$ cat src/rtl/axis_pkg.sv
// -----------------------------------------------------------------------------
// axis_pkg
// Shared constants and helpers for the AXI-Stream adder / accumulator chain.
//   AXIS_WIDTH             : default adder operand width
//   DEFAULT_OPERAND_WIDTH  : alias of AXIS_WIDTH for blocks that take operands
//   DEFAULT_SUM_WIDTH      : adder result width (operand + carry)
//   DEFAULT_ACC_LEN        : default samples per accumulated frame
//   ACC_LEN_MIN/MAX        : supported frame-length range
//   TB_*                   : stimulus limits shared by the benches
//   clog2()                : elaboration-time ceil(log2(value))
// -----------------------------------------------------------------------------
package axis_pkg;

  localparam int AXIS_WIDTH            = 8;
  localparam int DEFAULT_OPERAND_WIDTH = AXIS_WIDTH;
  localparam int DEFAULT_SUM_WIDTH     = DEFAULT_OPERAND_WIDTH + 1;

  localparam int DEFAULT_ACC_LEN = 4;
  localparam int ACC_LEN_MIN     = 2;
  localparam int ACC_LEN_MAX     = 1024;

  localparam int TB_MAX_VALID_DELAY = 3;
  localparam int TB_MAX_READY_DELAY = 3;
  localparam int TB_NUM_FRAMES      = 1000;
  localparam int TB_WATCHDOG_CYCLES = 80000;

  // Bounded loop so the function stays a legal constant function for every
  // tool; returns 0 for value <= 1.
  function automatic int clog2(input int value);
    int result;
    result = 0;
    for (int i = 0; i < 32; i++) begin
      if ((longint'(1) << i) < longint'(value)) begin
        result = i + 1;
      end
    end
    return result;
  endfunction

endpackage : axis_pkg

$ cat src/rtl/axis_out_reg.sv
// -----------------------------------------------------------------------------
// axis_out_reg
// Single-entry AXI-Stream holding register with load-while-unload, usable as
// a generic register slice.
//   clk_i      : clock, rising edge
//   srst_i     : synchronous active-high reset (drops any held word)
//   s_data_i   : word to load
//   s_valid_i  : load request
//   s_ready_o  : register can take a word this cycle
//   m_data_o   : held word
//   m_valid_o  : held word valid
//   m_ready_i  : downstream accepts the held word
// -----------------------------------------------------------------------------
module axis_out_reg #(
  parameter int WIDTH = 8
) (
  input  logic             clk_i,
  input  logic             srst_i,
  input  logic [WIDTH-1:0] s_data_i,
  input  logic             s_valid_i,
  output logic             s_ready_o,
  output logic [WIDTH-1:0] m_data_o,
  output logic             m_valid_o,
  input  logic             m_ready_i
);

  logic [WIDTH-1:0] data_q, data_d;
  logic             valid_q, valid_d;
  logic             load;

  // Ready only looks at our own state and the downstream ready, so an
  // upstream valid can never feed back into its own ready.
  assign s_ready_o = !valid_q || m_ready_i;
  assign load      = s_valid_i && s_ready_o;

  always_comb begin
    data_d  = data_q;
    valid_d = valid_q;
    if (load) begin
      // Covers both the empty case and the unload-and-reload case.
      data_d  = s_data_i;
      valid_d = 1'b1;
    end else if (valid_q && m_ready_i) begin
      valid_d = 1'b0;
    end
  end

  always_ff @(posedge clk_i) begin
    if (srst_i) begin
      data_q  <= '0;
      valid_q <= 1'b0;
    end else begin
      data_q  <= data_d;
      valid_q <= valid_d;
    end
  end

  assign m_data_o  = data_q;
  assign m_valid_o = valid_q;

endmodule : axis_out_reg

$ cat src/rtl/axis_sum_accumulator.sv
// -----------------------------------------------------------------------------
// axis_sum_accumulator
// Sums incoming AXI-Stream sample words into frames of ACC_LEN samples (or
// shorter when tlast arrives) and emits one total per frame with the sample
// count on tuser. The output is wide enough that a frame total never wraps.
//   aclk           : clock, rising edge
//   areset         : synchronous active-high reset
//   data_i_tdata   : unsigned sample
//   data_i_tvalid  : sample valid
//   data_i_tlast   : close the frame with this sample
//   data_i_tready  : sample accepted when high with tvalid
//   data_o_tdata   : unsigned frame total
//   data_o_tuser   : samples in the frame (1..ACC_LEN)
//   data_o_tvalid  : total valid
//   data_o_tready  : downstream ready
// -----------------------------------------------------------------------------
module axis_sum_accumulator
  import axis_pkg::*;
#(
  parameter  int DATA_WIDTH = DEFAULT_SUM_WIDTH,
  parameter  int ACC_LEN    = DEFAULT_ACC_LEN,
  localparam int OUT_WIDTH  = DATA_WIDTH + clog2(ACC_LEN),
  localparam int CNT_WIDTH  = clog2(ACC_LEN + 1)
) (
  input  logic                  aclk,
  input  logic                  areset,
  input  logic [DATA_WIDTH-1:0] data_i_tdata,
  input  logic                  data_i_tvalid,
  input  logic                  data_i_tlast,
  output logic                  data_i_tready,
  output logic [OUT_WIDTH-1:0]  data_o_tdata,
  output logic [CNT_WIDTH-1:0]  data_o_tuser,
  output logic                  data_o_tvalid,
  input  logic                  data_o_tready
);

  localparam logic [CNT_WIDTH-1:0] LAST_CNT = CNT_WIDTH'(ACC_LEN - 1);
  localparam int                   PACK_W   = CNT_WIDTH + OUT_WIDTH;

  logic [OUT_WIDTH-1:0] acc_q, acc_d;
  logic [CNT_WIDTH-1:0] cnt_q, cnt_d;

  logic                 in_hs;
  logic                 closing;
  logic [OUT_WIDTH-1:0] sum;
  logic [CNT_WIDTH-1:0] cnt_inc;
  logic [PACK_W-1:0]    frame_word;
  logic [PACK_W-1:0]    out_word;

  assign in_hs   = data_i_tvalid && data_i_tready;
  assign closing = data_i_tlast || (cnt_q == LAST_CNT);

  // Zero-extend before adding; OUT_WIDTH already holds ACC_LEN full-scale
  // samples, so the carry out of this add is always zero.
  assign sum     = acc_q + OUT_WIDTH'(data_i_tdata);
  assign cnt_inc = cnt_q + CNT_WIDTH'(1);

  always_comb begin
    acc_d = acc_q;
    cnt_d = cnt_q;
    if (in_hs) begin
      if (closing) begin
        // The total leaves through the output register; start a new frame.
        acc_d = '0;
        cnt_d = '0;
      end else begin
        acc_d = sum;
        cnt_d = cnt_inc;
      end
    end
  end

  always_ff @(posedge aclk) begin
    if (areset) begin
      acc_q <= '0;
      cnt_q <= '0;
    end else begin
      acc_q <= acc_d;
      cnt_q <= cnt_d;
    end
  end

  // tuser rides alongside the total in the same holding register so both
  // stay frozen together under backpressure.
  assign frame_word = {cnt_inc, sum};

  // The register's own ready gates the load, so presenting a closing sample
  // while the register is stuck cannot overwrite the held total.
  axis_out_reg #(
    .WIDTH (PACK_W)
  ) u_out_reg (
    .clk_i     (aclk),
    .srst_i    (areset),
    .s_data_i  (frame_word),
    .s_valid_i (data_i_tvalid && closing),
    .s_ready_o (data_i_tready),
    .m_data_o  (out_word),
    .m_valid_o (data_o_tvalid),
    .m_ready_i (data_o_tready)
  );

  assign data_o_tuser = out_word[PACK_W-1:OUT_WIDTH];
  assign data_o_tdata = out_word[OUT_WIDTH-1:0];

endmodule : axis_sum_accumulator

$ cat config.mk
export PLATFORM = sky130hd
export DESIGN_NAME = axis_sum_accumulator
export DESIGN_NICKNAME = d
export VERILOG_FILES = /design/src/rtl/axis_pkg.sv /design/src/rtl/axis_out_reg.sv /design/src/rtl/axis_sum_accumulator.sv
export SDC_FILE = /design/constraint.sdc
export NUM_CORES = 1
export LEC_CHECK = 0
export CORE_AREA = 5 5 67 69
export DETAILED_ROUTE_END_ITERATION = 8
export DIE_AREA = 0 0 72 74
export DONT_BUFFER_PORTS = 1
export GPL_TIMING_DRIVEN = 0
export PLACE_DENSITY = 0.6
export SKIP_CTS_REPAIR_TIMING = 1
export SLEW_MARGIN = 20
export SYNTH_ARGS = -nofsm -noshare
export SYNTH_HDL_FRONTEND = slang
export SYNTH_SLANG_ARGS = --single-unit
export TNS_END_PERCENT = 50
$ cat constraint.sdc
create_clock -name aclk -period 5 [get_ports aclk]
set_input_delay 0.75 -clock aclk [delete_from_list [all_inputs] [get_ports aclk]]
set_output_delay 0.75 -clock aclk [all_outputs]
set_load 0.02 [all_outputs]
==> impl_metrics.py, run 1 <==
metrics = {
    "layout": {
        "nFillCells": 389,
        "design_area_sq_um": 1804,
        "finish.net_count": 224,
        "drive_above_1_share_pct": 10.05,
        "synthToLayoutAreaGrowth_pct": 11.01,
        "antenna_cells_inserted": 0,
    },
    "detailed_routing": {
        "dr_pass1_iterations": 6,
        "detail_route.drc_violations": 0,
        "vias_per_cell": 5.723,
        "drt-total-wl_mm": 3.908,
        "post_drt_wl_per_cell_microns": 15.69,
        "antenna_violating_nets_post_route": 0,
        "vias": 1425,
        "first_iter_violations": 77,
    },
    "setup_path": {
        "worst_setup_path_end_kind": "flip-flop",
        "worst_setup_path_startpoint": "data_i_tdata[0]",
        "setup.worst_path.class": "primary input to flip-flop",
        "cp.arrival_ps": 2370,
        "critical_path.top_delay_family": "compound AO/OA/AOI/OAI gates",
        "cp_peak_stage_delay_ps": 410,
        "count_of_buffer_and_inverter_cells_on_the_critical_path": 1,
        "critical_path.startpoint_type": "primary input",
        "worstReg2RegStart": "acc_q[0]",
        "critical_path_slowest_stage_cell": "sky130_fd_sc_hd__fa_1",
        "path_max_fanout": 4,
        "cp_cell_sequence": "ha_1 -> inv_1 -> fa_1 -> nor2b_1 -> o31a_1 -> o211ai_2 -> a221oi_1 -> o41ai_1",
        "worst-endpoint-required_ps": 5160,
    },
    "cts": {
        "clock-root-buffer": "sky130_fd_sc_hd__clkbuf_8",
        "cts_tree": "yes",
        "htree_levels": 2,
        "clock_transition_at_path_regs_ps": 70,
        "clock_latency_ps": 290,
        "cts_max_path_buffers": 2,
        "tritoncts_num_sinks": 29,
        "tritoncts.num_buffers": 5,
    },
    "die": {
        "floorplan.initialDensity_pct": 42.15,
        "dieArea_sq_um": 5328,
        "coreArea_sq_um": 3856,
        "core.rowCount": 23,
        "die-width_microns": 72,
        "chipHeight_microns": 74,
        "io_pins": 30,
    },
    "logic_synthesis": {
        "synth_top_cell_by_area": "sky130_fd_sc_hd__dfxtp_1",
        "synth-compound-area-share_pct": 25.87,
        "synth-seq-cells": 29,
        "yosysUniqueCellTypes": 50,
        "synth.yosys.warnings": 0,
        "postSynthNetCount": 217,
        "synth_commonest_cells": "29 x sky130_fd_sc_hd__dfxtp_1, 25 x sky130_fd_sc_hd__nor2_1, 18 x sky130_fd_sc_hd__nand2_1, 15 x sky130_fd_sc_hd__a21oi_1, 11 x sky130_fd_sc_hd__ha_1",
        "avgSynthCellArea_sq_um": 8.509,
        "post_synthesis_xor_xnor_area_fraction_pct": 2.694,
        "dominant_combinational_cell_family_by_area_after_synthesis": "compound AO/OA/AOI/OAI gates",
        "synth.area.top_cells": "sky130_fd_sc_hd__dfxtp_1 36%, sky130_fd_sc_hd__ha_1 8.5%, sky130_fd_sc_hd__nor2_1 5.8%",
        "netlist_instances": 191,
        "ys_dominant_reg_cell": "sky130_fd_sc_hd__dfxtp_1",
        "synth.mux.area_fraction_pct": 0,
        "synth_sequential_area_ratio_pct": 35.72,
        "synthMostInstantiatedCell": "sky130_fd_sc_hd__dfxtp_1",
        "postSynth.asyncResetShare_pct": 0,
        "synthSimpleGateAreaFrac_pct": 21.71,
        "post_synth_fa_ha_maj_area_fraction_pct": 9.700,
        "synth_enable_flop_cells": 0,
        "yosys.area.top_type_share_pct": 35.72,
        "cell_area_after_synthesis_sq_um": 1625,
    },
    "placed_design": {
        "gp_routability_congestion": 0.7884,
        "placement.cell_area_sq_um": 1688,
        "port_buffers": 0,
        "dp_worst_setup_slack_ps": 2505,
        "dp_hpwl_mm": 2.908,
    },
    "grt": {
        "globalRouteMet1Util_pct": 18.03,
        "top_usage_layer": "met2",
        "overflow": 0,
        "vias_in_the_first_global_route": 1405,
        "grt_start_max_net_pins": 11,
        "grt.met3_usage_pct": 7.027,
        "global_route.usage.met2_pct": 27.24,
        "wire_length_of_the_first_global_routing_pass_mm": 6.575,
        "initial_antenna_violation_count": 0,
        "track_usage_pct": 16.07,
    },
    "sta": {
        "final_hold_viol_count": 0,
        "max_slew_margin_pct": 34.11,
        "fin_ws_ps": 2788,
        "hold_ws_ps": 473.7,
        "layout_worst_path_cycle_share_pct": 44.24,
        "slew_viol_final": 0,
        "finalClockSkew_ps": 7.100,
        "fin_setup_tns_ps": 0,
        "finalCriticalPeriod_ps": 2212,
        "worst_pin_slew_ps": 980.7,
        "maxClockFrequency_mhz": 452.1,
        "unrepaired_setup_endpoints_after_global_routing": "false",
        "setup_violations": 0,
    },
    "pwr": {
        "p_leak_nw": 0.7096,
        "peakVddDrop_v": 0.0001654,
        "power_density_nw_per_um2": 333.5,
    },
    "min_path": {
        "hold_path_class": "flip-flop to flip-flop",
        "startpoint_of_the_lowest_slack_hold_path": "acc_q[8]",
    },
    "flow_run": {
        "max-cap-violations": 0,
    },
    "run_status": {
        "status": "finished clean",
    },
}
## through the flow
| stage | cells | util (%) | total power [mW] |
|---|---|---|---|
| after global placement | 241 | 43.77 | 0.3490 |
| final | 249 | 46.79 | 0.6016 |
| after detailed placement | 241 | 43.77 | 0.3520 |
| after global routing | 249 | 46.79 | 0.6323 |
| after floorplan | 191 | - | 0.3318 |
| after CTS | 249 | 46.79 | 0.6076 |
## cells by family after synthesis
group,count (synthesis)
AO/OA/AOI/OAI,56
XOR/XNOR,5
adder cells (fa/ha/maj),12
buffers and inverters,17
flip-flops,29
AND/OR/NAND/NOR,72
## registers in the layout, summed over array words and instances, names as in the netlist
signal and count:
acc_q 11, cnt_q 3, u_out_reg.m_data_o 14, u_out_reg.m_valid_o 1
## worst paths after layout
kind / cells past startpoint / end / slack, ps
max: 8 / acc_q[10] / 2790
min: 2 / acc_q[8] / 470
max reg2reg: 8 / acc_q[10] / 2900
min reg2reg: 2 / acc_q[8] / 470
## layout make-up
cell class	count	area [sq um]	area share, %
clock buffers	7	86.33	4.785
well taps	50	62.56	3.467
multi-input cells	145	974.7	54.02
inverters	8	30.03	1.664
plain buffers	9	40.04	2.219
flip-flops and latches	29	580.6	32.18
clock inverters	1	30.03	1.664
## cell usage in the layout (no fill, tap or decap), drive strengths merged, types with 2 or more instances in the layout
| cell type | n |
|---|---|
| o21ai | 8 |
| clkbuf | 11 |
| xnor2 | 4 |
| ha | 11 |
| nor4 | 2 |
| a31oi | 3 |
| a21o | 3 |
| dfxtp | 29 |
| nor2 | 25 |
| nand3 | 6 |
| nand2 | 19 |
| a221o | 2 |
| a21oi | 15 |
| buf | 5 |
| nand4 | 2 |
| inv | 8 |
| nor3 | 2 |
| a221oi | 2 |
| nand2b | 2 |
| nor2b | 3 |
| o311ai | 2 |
| a211oi | 5 |
| a22oi | 6 |
| nor3b | 2 |
| o211ai | 2 |
| o41ai | 2 |
## routing by layer
metal	up-vias	wire length, microns
met5	-	0
met4	0	55
met3	7	315
met2	39	1926
met1	664	1611
li1	715	-
## where the power goes
part | total (mW) | switching [mW] | internal [mW]
Sequential | 0.259 | 0.0161 | 0.243
Clock | 0.255 | 0.0925 | 0.162
Combinational | 0.0878 | 0.0543 | 0.0335
## worst min-delay path: stages, from the launching register on
cell	delay [ps]
sky130_fd_sc_hd__dfxtp_1	330
sky130_fd_sc_hd__nand2_1	50
sky130_fd_sc_hd__o21ai_0	60
Power figures use the tool's default switching activity.
==> run 2, diff against run 1 <==
--- a/config.mk
+++ b/config.mk
@@ -10,7 +10,7 @@
 export DIE_AREA = 0 0 72 74
 export DONT_BUFFER_PORTS = 1
 export GPL_TIMING_DRIVEN = 0
-export PLACE_DENSITY = 0.6
+export PLACE_DENSITY = 0.63
 export SKIP_CTS_REPAIR_TIMING = 1
 export SLEW_MARGIN = 20
 export SYNTH_ARGS = -nofsm -noshare
==> constraint.sdc (replaced) <==
create_clock -name aclk -period 1.8 [get_ports aclk]
set_input_delay 0.27 -clock aclk [delete_from_list [all_inputs] [get_ports aclk]]
set_output_delay 0.27 -clock aclk [all_outputs]
set_load 0.02 [all_outputs]
==> run 2 against run 1 <==
The flow now finishes with violations (negative setup slack). Sequential share of layout area shrank 4.6 points. Final cell count grew 4.0%. Wire length grew 11%. Largest power group unchanged. Highest routed layer unchanged.
==> impl_metrics.py, run 2 (synthesis gave the netlist of run 1 again) <==
metrics = {
    "run_status": {
        "status": "finished, violations left",
        "violations": "negative setup slack",
    },
    "sta": {
        "fin_setup_tns_ps": -1137,
        "layout_worst_path_cycle_share_pct": 113.3,
        "max_slew_margin_pct": 61.73,
        "setup_violations": 8,
        "finalClockSkew_ps": 1.973,
        "maxClockFrequency_mhz": 490.6,
        "worst_pin_slew_ps": 574.1,
        "fin_ws_ps": -238.5,
        "unrepaired_setup_endpoints_after_global_routing": "true",
        "hold_ws_ps": 213.6,
        "final_hold_viol_count": 0,
        "slew_viol_final": 0,
        "finalCriticalPeriod_ps": 2039,
    },
    "setup_path": {
        "crit-reg2reg-capture": "u_out_reg.m_data_o[6]",
        "worstReg2RegStart": "acc_q[0]",
        "worst-r2r-cell-count": 9,
        "r2r_slack_ps": -240,
        "cp.arrival_ps": 2230,
        "critical_path.startpoint_type": "flip-flop",
        "setup.worst_path.class": "flip-flop to flip-flop",
        "worst_setup_path_end_kind": "flip-flop",
        "path_max_fanout": 4,
        "worst-endpoint-required_ps": 2000,
    },
    "detailed_routing": {
        "dr_pass1_iterations": 4,
        "wl_met3_microns": 269,
        "vias": 1499,
        "route.top_layer_used": "met4",
        "drt-total-wl_mm": 4.331,
        "post_drt_wl_per_cell_microns": 16.72,
        "first_iter_violations": 114,
        "routed-wl-met2_mm": 2.211,
        "met1Wirelength_mm": 1.762,
        "detail_route.drc_violations": 0,
        "vias_per_cell": 5.788,
        "antenna_violating_nets_post_route": 0,
    },
    "cts": {
        "cts_tree": "yes",
        "cts_max_path_buffers": 2,
        "clock_transition_at_path_regs_ps": 70,
        "tritoncts.num_buffers": 5,
        "tritoncts_num_sinks": 29,
        "htree_levels": 2,
        "clock_latency_ps": 290,
        "clock-root-buffer": "sky130_fd_sc_hd__clkbuf_8",
    },
    "min_path": {
        "hold_path_class": "primary input to flip-flop",
        "timing.hold.worst_endpoint": "u_out_reg.m_valid_o",
        "startpoint_of_the_lowest_slack_hold_path": "data_i_tlast",
        "worstHoldPathCells": 2,
    },
    "pwr": {
        "p_leak_nw": 0.7766,
        "power_density_nw_per_um2": 818.6,
        "peakVddDrop_v": 0.0004082,
    },
    "die": {
        "die-width_microns": 72,
        "floorplan.initialDensity_pct": 42.15,
        "io_pins": 30,
        "core.rowCount": 23,
        "chipHeight_microns": 74,
        "dieArea_sq_um": 5328,
        "coreArea_sq_um": 3856,
    },
    "placed_design": {
        "dpl.cell_count": 241,
        "gp_routability_congestion": 0.9249,
        "dp_hpwl_mm": 3.072,
        "dp_worst_setup_slack_ps": -339.4,
        "port_buffers": 0,
    },
    "layout": {
        "drive_above_1_share_pct": 29.67,
        "final_common_cell": "sky130_fd_sc_hd__dfxtp_1",
        "antenna_cells_inserted": 0,
        "finalNonFillerCells": 259,
        "finish.utilization_pct": 55.06,
        "final_cell_mix": "25 x sky130_fd_sc_hd__dfxtp_1, 24 x sky130_fd_sc_hd__nor2_1, 18 x sky130_fd_sc_hd__nand2_1",
        "largest_register_ff_count": 14,
        "synthToLayoutAreaGrowth_pct": 30.64,
        "finish.net_count": 234,
    },
    "grt": {
        "initial_antenna_violation_count": 0,
        "grt_start_max_net_pins": 12,
        "vias_in_the_first_global_route": 1406,
        "track_usage_pct": 15.72,
        "wire_length_of_the_first_global_routing_pass_mm": 6.492,
        "overflow": 0,
    },
    "flow_run": {
        "max-cap-violations": 0,
    },
}
## run 2: where the power goes
| group | internal, mW | switching, mW | total, mW | leakage (nW) |
|---|---|---|---|---|
| Sequential | 0.676 | 0.0485 | 0.724 | 0.238 |
| Clock | 0.414 | 0.274 | 0.687 | 0.0543 |
| Combinational | 0.149 | 0.178 | 0.327 | 0.484 |
## run 2: cell type report
class                           count  area, sq um
Multi-Input combinational cell    145         1202
Clock inverter                      3        46.29
Sequential cell                    29        585.6
Buffer                              9        52.55
Inverter                            8        30.03
Fill cell                         360         1733
Tap cell                           50        62.56
Timing Repair Buffer               10        75.07
Clock buffer                        5        68.82
## run 2: metal layers
layer | vias to the layer above | global-route usage (%)
li1 | 736 | -
met1 | 711 | 17.59
met2 | 41 | 27.35
met3 | 11 | 5.811
met4 | 0 | 6.054
met5 | - | 0
## run 2: worst max-delay path: stages (launching register included)
cell,delay [ps]
sky130_fd_sc_hd__dfxtp_2,350
sky130_fd_sc_hd__ha_4,130
sky130_fd_sc_hd__inv_2,30
sky130_fd_sc_hd__fa_2,340
sky130_fd_sc_hd__nor2b_2,130
sky130_fd_sc_hd__o31a_1,270
sky130_fd_sc_hd__buf_4,170
sky130_fd_sc_hd__o21ai_4,60
sky130_fd_sc_hd__a2111o_1,370
sky130_fd_sc_hd__o311ai_1,80
## run 2: worst max-delay path by stage
| stage | start | endpoint | slack, ps | depth (start not counted) |
|---|---|---|---|---|
| CTS | u_out_reg.m_valid_o | acc_q[9] | -360 | 6 |
| finish | acc_q[0] | u_out_reg.m_data_o[6] | -240 | 9 |
| global placement | u_out_reg.m_valid_o | acc_q[9] | -220 | 6 |
| floorplan | acc_q[0] | u_out_reg.m_data_o[6] | -7 | 8 |
| global route | acc_q[0] | acc_q[10] | -410 | 8 |
| detailed placement | u_out_reg.m_valid_o | acc_q[9] | -340 | 6 |
## run 2: through the flow
step	cell area [sq um]	total power [mW]
final	2123	1.738
after global routing	2123	1.820
after CTS	1862	1.682
after detailed placement	1747	0.9939
after global placement	1747	0.9845
after floorplan	1684	0.9344
==> run 3, diff against run 2 <==
--- a/config.mk
+++ b/config.mk
@@ -5,9 +5,9 @@
 export SDC_FILE = /design/constraint.sdc
 export NUM_CORES = 1
 export LEC_CHECK = 0
-export CORE_AREA = 5 5 67 69
+export CORE_AREA = 5 5 52 88
 export DETAILED_ROUTE_END_ITERATION = 8
-export DIE_AREA = 0 0 72 74
+export DIE_AREA = 0 0 57 93
 export DONT_BUFFER_PORTS = 1
 export GPL_TIMING_DRIVEN = 0
 export PLACE_DENSITY = 0.63
==> run 3 against run 2 <==
The flow still finishes with violations (negative setup slack). Global-route usage grew 0.50 points. Wire length shrank 2.8%. Worst hold slack better by 1.8 ps. Power down 7.7%. Critical path type unchanged.
==> impl_metrics.py, run 3 (synthesis gave the netlist of run 1 again) <==
metrics = {
    "run_status": {
        "status": "finished, violations left",
        "violations": "negative setup slack",
    },
    "sta": {
        "final_hold_viol_count": 0,
        "fin_ws_ps": -142.3,
        "worst_pin_slew_ps": 537.9,
        "setup_violations": 7,
        "finalCriticalPeriod_ps": 1942,
        "layout_worst_path_cycle_share_pct": 107.9,
        "slew_viol_final": 0,
        "hold_ws_ps": 215.5,
        "unrepaired_setup_endpoints_after_global_routing": "true",
        "finalClockSkew_ps": 6.237,
        "max_slew_margin_pct": 64.14,
        "maxClockFrequency_mhz": 514.9,
    },
    "detailed_routing": {
        "vias_per_cell": 5.944,
        "post_drt_wl_per_cell_microns": 16.71,
        "vias": 1498,
        "antenna_violating_nets_post_route": 0,
        "dr_pass1_iterations": 5,
        "drt-total-wl_mm": 4.211,
        "first_iter_violations": 22,
        "detail_route.drc_violations": 0,
    },
    "setup_path": {
        "cp.arrival_ps": 2140,
        "critical_path.startpoint_type": "flip-flop",
        "worst-r2r-cell-count": 8,
        "worstReg2RegStart": "acc_q[0]",
        "worst-endpoint-required_ps": 1990,
        "cp_cell_sequence": "ha_4 -> inv_2 -> fa_2 -> nor2b_2 -> o31a_1 -> o211ai_2 -> nor4b_1 -> nor4_1",
        "worst_setup_path_end_kind": "flip-flop",
        "crit-reg2reg-capture": "u_out_reg.m_data_o[10]",
        "path_max_fanout": 4,
        "critical_path_slowest_stage_cell": "sky130_fd_sc_hd__dfxtp_2",
        "count_of_buffer_and_inverter_cells_on_the_critical_path": 1,
        "r2r_slack_ps": -140,
        "critical_path.top_delay_family": "simple AND/OR/NAND/NOR gates",
        "setup.worst_path.class": "flip-flop to flip-flop",
        "cp_peak_stage_delay_ps": 350,
    },
    "pwr": {
        "p_leak_nw": 0.7383,
        "power_density_nw_per_um2": 812.3,
        "switching_share_pct": 28.60,
        "power.switching_mw": 0.4589,
        "power.combinational.fraction_pct": 17.8,
        "share_of_total_power_in_the_clock_network_pct": 37.0,
        "power.share.sequential_pct": 45.1,
        "intPower_mw": 1.146,
        "peakVddDrop_v": 0.0005757,
        "total_power_mw": 1.605,
    },
    "layout": {
        "synthToLayoutAreaGrowth_pct": 21.55,
        "finish.utilization_pct": 51.60,
        "finish.net_count": 229,
        "nFillCells": 400,
        "final_cell_mix": "24 x sky130_fd_sc_hd__nor2_1, 24 x sky130_fd_sc_hd__dfxtp_1, 18 x sky130_fd_sc_hd__nand2_1",
        "antenna_cells_inserted": 0,
        "drive_above_1_share_pct": 24.02,
        "largest_register_ff_count": 14,
    },
    "min_path": {
        "timing.hold.worst_endpoint": "u_out_reg.m_valid_o",
        "startpoint_of_the_lowest_slack_hold_path": "data_i_tlast",
        "worstHoldPathCells": 2,
        "hold_path_class": "primary input to flip-flop",
    },
    "placed_design": {
        "gp_routability_congestion": 0.8364,
        "port_buffers": 0,
        "dp_hpwl_mm": 3.167,
    },
    "die": {
        "chipHeight_microns": 93,
        "io_pins": 30,
        "dieArea_sq_um": 5301,
        "floorplan.initialDensity_pct": 42.45,
        "core.rowCount": 30,
        "die-width_microns": 57,
        "coreArea_sq_um": 3829,
    },
    "cts": {
        "clock_transition_at_path_regs_ps": 70,
        "tritoncts_num_sinks": 29,
        "clock-root-buffer": "sky130_fd_sc_hd__clkbuf_8",
        "clock_latency_ps": 280,
        "cts_tree": "yes",
        "htree_levels": 2,
        "cts_max_path_buffers": 2,
        "tritoncts.num_buffers": 5,
    },
    "grt": {
        "grt_start_max_net_pins": 11,
        "track_usage_pct": 16.22,
        "initial_antenna_violation_count": 0,
        "vias_in_the_first_global_route": 1506,
        "wire_length_of_the_first_global_routing_pass_mm": 6.782,
        "overflow": 0,
    },
    "flow_run": {
        "max-cap-violations": 0,
    },
}
==> run 3: cell count changes in the layout (fill, tap and decap cells not counted), moves of 2 or more <==
cell / delta
sky130_fd_sc_hd__o21ai_4: -2
sky130_fd_sc_hd__clkbuf_8: +2
sky130_fd_sc_hd__buf_4: -4
sky130_fd_sc_hd__ha_4: -2
sky130_fd_sc_hd__ha_1: +2
==> run 3: worst register-to-register path: cells and delay by family, from the launching register on <==
kind | cells | cell delay (ps)
AO/OA/AOI/OAI | 2 | 430
buffers and inverters | 1 | 30
adder cells (fa/ha/maj) | 2 | 490
AND/OR/NAND/NOR | 3 | 580
flip-flops | 1 | 350
==> run 3: how the worst max path moves through the flow <==
stage / from / to / slack [ps] / cells after the start
finish: acc_q[0] / u_out_reg.m_data_o[10] / -140 / 8
global route: acc_q[0] / u_out_reg.m_data_o[6] / -230 / 8
CTS: cnt_q[0] / u_out_reg.m_data_o[10] / -270 / 7
detailed placement: cnt_q[0] / u_out_reg.m_data_o[10] / -240 / 7
global placement: cnt_q[0] / u_out_reg.m_data_o[10] / -210 / 7
floorplan: acc_q[0] / u_out_reg.m_data_o[6] / -7 / 8
==> run 3: cell type report <==
type                    count  area, sq um  area share (%)
multi-input cells         145         1107           56.05
flip-flops and latches     29        586.8           29.70
clock buffers               7        96.34           4.877
well taps                  48        60.06           3.040
plain buffers               9        52.55           2.660
repair buffers              5        37.54           1.900
inverters                   8        30.03           1.520
clock inverters             1        5.005          0.2533
==> run 3: layer usage <==
metal | track usage (%) | share of wire, % | up-vias
li1 | - | - | 736
met1 | 15.03 | 35 | 699
met2 | 29.20 | 55 | 46
met3 | 6.768 | 7.1 | 17
met4 | 8.704 | 2.8 | 0
met5 | 0 | 0 | -
==> run 3: through the flow <==
stage          instances  setup WS [ps]  cell area [sq um]  setup TNS (ps)
5_1_grt              252         -225.2               1976           -1341
3_3_place_gp         239         -214.7               1744           -3135
2_1_floorplan        191         -7.136               1684          -9.663
3_5_place_dp         239         -238.8               1744           -3654
4_1_cts              247         -272.6               1846           -4223
6_report             252         -142.3               1976          -561.1
==> run 3: power by group through the flow <==
stage	logic, mW	registers [mW]	clock network (mW)
global route	0.318	0.728	0.638
global placement	0.247	0.736	0
detailed placement	0.256	0.738	0
floorplan	0.204	0.730	0
finish	0.286	0.724	0.594
CTS	0.258	0.723	0.603
